$ cat src/rtl/bcd_seg_display.sv
// bcd_seg_display: binary -> BCD (double-dabble, one bit per clock) -> registered active-low 7-segment digits
// Ports: clk, rst_n (async, active-low); start/value request a conversion; busy while converting;
// done pulses for one cycle when segments/ovf update; ovf = value >= 10^DIGITS;
// segments[0:6] = MSD a..g, last 7 bits = units digit.
module bcd_seg_display #(
  parameter int WIDTH    = 4,
  parameter int DIGITS   = 2,
  parameter int BLANK_LZ = 0
) (
  input  logic                clk,
  input  logic                rst_n,
  input  logic                start,
  input  logic [WIDTH-1:0]    value,
  output logic                busy,
  output logic                done,
  output logic                ovf,
  output logic [0:7*DIGITS-1] segments
);
  localparam int NB = 4 * DIGITS;
  localparam int SW = 7 * DIGITS;
  localparam int CW = $clog2(WIDTH + 1);
  localparam logic [1:0] IDLE = 2'd0;
  localparam logic [1:0] CONV = 2'd1;
  localparam logic [1:0] LOAD = 2'd2;

  function automatic logic [63:0] pow10(input int n);
    pow10 = 64'd1;
    for (int i = 0; i < n; i++) pow10 = pow10 * 64'd10;
  endfunction

  function automatic logic [6:0] dec7(input logic [3:0] n);
    case (n)
      4'd0: dec7 = 7'b0000001;
      4'd1: dec7 = 7'b1001111;
      4'd2: dec7 = 7'b0010010;
      4'd3: dec7 = 7'b0000110;
      4'd4: dec7 = 7'b1001100;
      4'd5: dec7 = 7'b0100100;
      4'd6: dec7 = 7'b0100000;
      4'd7: dec7 = 7'b0001111;
      4'd8: dec7 = 7'b0000000;
      4'd9: dec7 = 7'b0000100;
      default: dec7 = 7'b1111110;
    endcase
  endfunction

  // Digit k counts from the most-significant digit, matching the ascending segments range.
  function automatic logic [0:SW-1] encode(input logic [NB-1:0] b, input logic ov);
    logic       lead;
    logic [3:0] n;
    encode = '0;
    lead = 1'b1;
    for (int k = 0; k < DIGITS; k++) begin
      n = b[4*(DIGITS-1-k) +: 4];
      if (ov) encode[7*k +: 7] = 7'b1111110;
      else if (BLANK_LZ != 0 && lead && n == 4'd0 && k != DIGITS - 1) encode[7*k +: 7] = 7'b1111111;
      else begin
        encode[7*k +: 7] = dec7(n);
        lead = 1'b0;
      end
    end
  endfunction

  localparam logic [63:0]   LIMIT   = pow10(DIGITS);
  localparam logic [0:SW-1] SEG_RST = encode('0, 1'b0);

  logic [1:0]       state;
  logic [WIDTH-1:0] bin;
  logic [NB-1:0]    bcd, bcd_adj;
  logic [CW-1:0]    cnt;
  logic             ovf_p;

  assign busy = state != IDLE;

  always_comb begin
    bcd_adj = bcd;
    for (int i = 0; i < DIGITS; i++)
      bcd_adj[4*i +: 4] = bcd[4*i +: 4] >= 4'd5 ? bcd[4*i +: 4] + 4'd3 : bcd[4*i +: 4];
  end

  always_ff @(posedge clk or negedge rst_n) begin
    if (!rst_n) begin
      state    <= IDLE;
      bin      <= '0;
      bcd      <= '0;
      cnt      <= '0;
      ovf_p    <= 1'b0;
      ovf      <= 1'b0;
      done     <= 1'b0;
      segments <= SEG_RST;
    end else begin
      done <= 1'b0;
      if (state == IDLE) begin
        if (start) begin
          bin   <= value;
          bcd   <= '0;
          cnt   <= CW'(WIDTH);
          ovf_p <= 64'(value) >= LIMIT;
          state <= CONV;
        end
      end else if (state == CONV) begin
        {bcd, bin} <= {bcd_adj, bin} << 1;
        cnt        <= cnt - 1'b1;
        state      <= cnt == CW'(1) ? LOAD : CONV;
      end else begin
        segments <= encode(bcd, ovf_p);
        ovf      <= ovf_p;
        done     <= 1'b1;
        state    <= IDLE;
      end
    end
  end
endmodule

$ cat config.mk
export PLATFORM = sky130hd
export DESIGN_NAME = bcd_seg_display
export DESIGN_NICKNAME = d
export VERILOG_FILES = /design/src/rtl/bcd_seg_display.sv
export SDC_FILE = /design/constraint.sdc
export NUM_CORES = 1
export LEC_CHECK = 0
export BUFFER_PORTS_ARGS = -buffer_cell sky130_fd_sc_hd__buf_2
export CAP_MARGIN = 20
export CORE_MARGIN = 10
export CORE_UTILIZATION = 30
export DETAILED_ROUTE_END_ITERATION = 6
export HOLD_SLACK_MARGIN = 0.1
export PLACE_DENSITY = 0.45
export RECOVER_POWER = 25
export SYNTH_ARGS = -nofsm -noshare
export SYNTH_HDL_FRONTEND = slang
export SYNTH_SLANG_ARGS = --single-unit
export TNS_END_PERCENT = 100
$ cat constraint.sdc
create_clock -name clk -period 4 [get_ports clk]
set_clock_uncertainty 0.15 [all_clocks]
set_input_delay 0.4 -clock clk [delete_from_list [all_inputs] [get_ports clk]]
set_output_delay 0.4 -clock clk [all_outputs]
set_load 0.01 [all_outputs]
==> out/metrics.yaml <==
gp_congestion: 0.735
die_x_um: 98.2
crit_path_top_delay_cell: "clkbuf_1"
status: "finished, violations left"
ys_ff_latch: 32
hold_ws_ns: 0.247
cts_tree: "done"
clk_latency_ns: 0.29
cp.depth: 2
hold_path_class: "input port to flip-flop"
crit_type: "input port to async pin"
ir_drop_mv: 0.180
power_leakage_nw: 0.894
critical_path.endpoint: "segments[8]$_DFFE_PN0P_"
hold_violations: 0
layout_commonest_cell: "dfrtp_1"
cts-root-buf: "clkbuf_8"
crit_fanout: 32
slowest_delay_ns: 1.29
fin_nets: 230
cts_buffer_depth: 2
fin_crit_ns: 2.32
ant_nets: 0
drc_errors: 0
die_h_um: 98.2
rsz0062_at_grt: "false"
start_kind: "input port"
numClockSinks: 32
dp_hpwl_mm: 2.86
power_mw: 1.67
top_usage_layer: "met2"
netlist_area_um2: 1840
worstMarginPinSlew_ns: 1.80
n_antenna_cell: 0
globalRouteMet3Util_pct: 3.10
synth_ff_type: "dfrtp_1"
final_core_util_pct: 34.6
syn_nets: 211
reg2reg_from: "state[1]$_DFFE_PN0P_"
cpLargestDelayFamily: "buffers and inverters"
drtPass1Iterations: 4
grt_max_degree: 34
wire_per_inst_um: 14.7
cts_hold_buf: 1
grtUsageMet1_pct: 11.2
h-tree-depth: 2
drv_cap: 1
ys_seq_area_share_pct: 43.8
cp.required_ns: 3.91
met2_usage_pct: 14.4
antenna_found_initial: 0
r2r_cells: 3
cts_buffers: 5
arrival_ns: 2.23
via_count: 1387
period_share_pct: 58.0
synthTopCellsByArea: "dfrtp_1, ha_1, o21ai_0"
area_delta_synth_final_pct: 11.5
critPathBufInv: 2
grt_overflow: 0
io_buffers: 22
ys_warn_count: 0
layout-drive-gt1-share_pct: 10.0
yosys.area.top_type_share_pct: 40.9
final-setup-viol-count: 0
final_cell_mix: "dfrtp_1, inv_1, clkbuf_1, o21ai_0"
final-max-slew-violation-count: 33
path_clk_slew_ns: 0.07
fmax_ghz: 0.431
relSlewSlack_pct: -20.0
io_pins: 24
setup_tns_ns: 0
synth_area_leader_cell: "dfrtp_1"
via_per_inst: 4.87
die_area_um2: 9650
crit_chain: "dlygate4sd3_1 > clkbuf_1"
synth_edf_count: 0
avgSynthCellArea_um2: 9.66
r2r_slack_ns: 1.83
track_usage_pct: 9.14
crit_path_end_kind: "async pin"
cts_resized: 0
core_area_um2: 5920
routed_wl_mm: 4.20
grt_pass1_vias: 1418
n_fill_cell: 626
failed_checks: "max-capacitance violations, max-slew violations"
drt_iter0_drc: 46
grt_pass1_wl_mm: 7.31
power_density_nw_per_um2: 817
r2r_end: "bcd[2]$_DFFE_PN0P_"
rows: 28
cp-startpoint: "rst_n"
ys_types: 44
postCtsSetupBuffers: 0
netlist_instances: 190
async_reset_ff_share_pct: 100
start_util_pct: 31.0
==> cell type report <==
type                            count  area, um2  area share (%)
Clock inverter                      1       5.00           0.245
Tap cell                           75       93.8            4.59
Clock buffer                        7       76.3            3.73
Multi-Input combinational cell    127        888            43.4
Timing Repair Buffer               24        108            5.26
Inverter                           19       71.3            3.49
Sequential cell                    32        803            39.3
==> registers in the layout, indices dropped and copies added, names as in the netlist <==
| name | count |
|---|---|
| bin | 4 |
| done | 1 |
| segments | 14 |
| state | 2 |
| cnt | 3 |
| bcd | 8 |
==> worst min path at each step <==
| stage | slack (ns) | start | end | depth (start not counted) |
|---|---|---|---|---|
| after floorplan | -0.05 | rst_n | bcd[0]$_DFFE_PN0P_ | 0 |
| final | 0.25 | value[1] | bin[1]$_DFFE_PN0P_ | 3 |
| after detailed placement | 0.32 | bin[3]$_DFFE_PN0P_ | bin[3]$_DFFE_PN0P_ | 2 |
| after CTS | 0.25 | value[1] | bin[1]$_DFFE_PN0P_ | 3 |
| after global placement | 0.31 | bin[3]$_DFFE_PN0P_ | bin[3]$_DFFE_PN0P_ | 2 |
| after global routing | 0.27 | value[1] | bin[1]$_DFFE_PN0P_ | 3 |
==> cell usage after synthesis, drive strengths merged (3+ instances only) <==
| cell | number |
|---|---|
| buf | 11 |
| mux2 | 3 |
| nor2b | 10 |
| o21ai | 15 |
| nor2 | 14 |
| a21oi | 5 |
| a32oi | 3 |
| dfrtp | 30 |
| o211ai | 4 |
| ha | 14 |
| o221ai | 4 |
| a22o | 3 |
| nand2 | 12 |
| nand3 | 4 |
| inv | 19 |
| nand2b | 4 |
==> layer usage <==
metal / vias up / routed length (um)
li1: 704 / -
met3: 8 / 157
met4: 0 / 67
met1: 662 / 2010
met5: - / 0
met2: 13 / 1960
==> stage by stage <==
stage          setup slack (ns)  cell area [um2]  std cells
5_1_grt                    1.20             2050        285
3_3_place_gp               1.83             1970        275
3_5_place_dp               1.82             1970        275
6_report                   1.68             2050        285
4_1_cts                    1.67             2060        284
2_1_floorplan              2.35             1840        190
==> power by group <==
part	internal [mW]	total (mW)	switching, mW
sequential	0.470	0.651	0.181
combinational	0.338	0.773	0.435
clock	0.122	0.247	0.125
total	0.930	1.67	0.741
==> logic make-up (layout without fill, tap and decap cells) <==
kind of cell    after synthesis  after routing  synth area share, %
buf+inv                      31             51                 7.84
mux                           5              5                 2.93
flops                        32             32                 43.8
other cells                   1              1                0.204
simple gates                 52             52                 14.1
compound gates               55             55                 21.6
fa+ha+maj                    14             14                 9.54
Power figures use the tool's default switching activity.
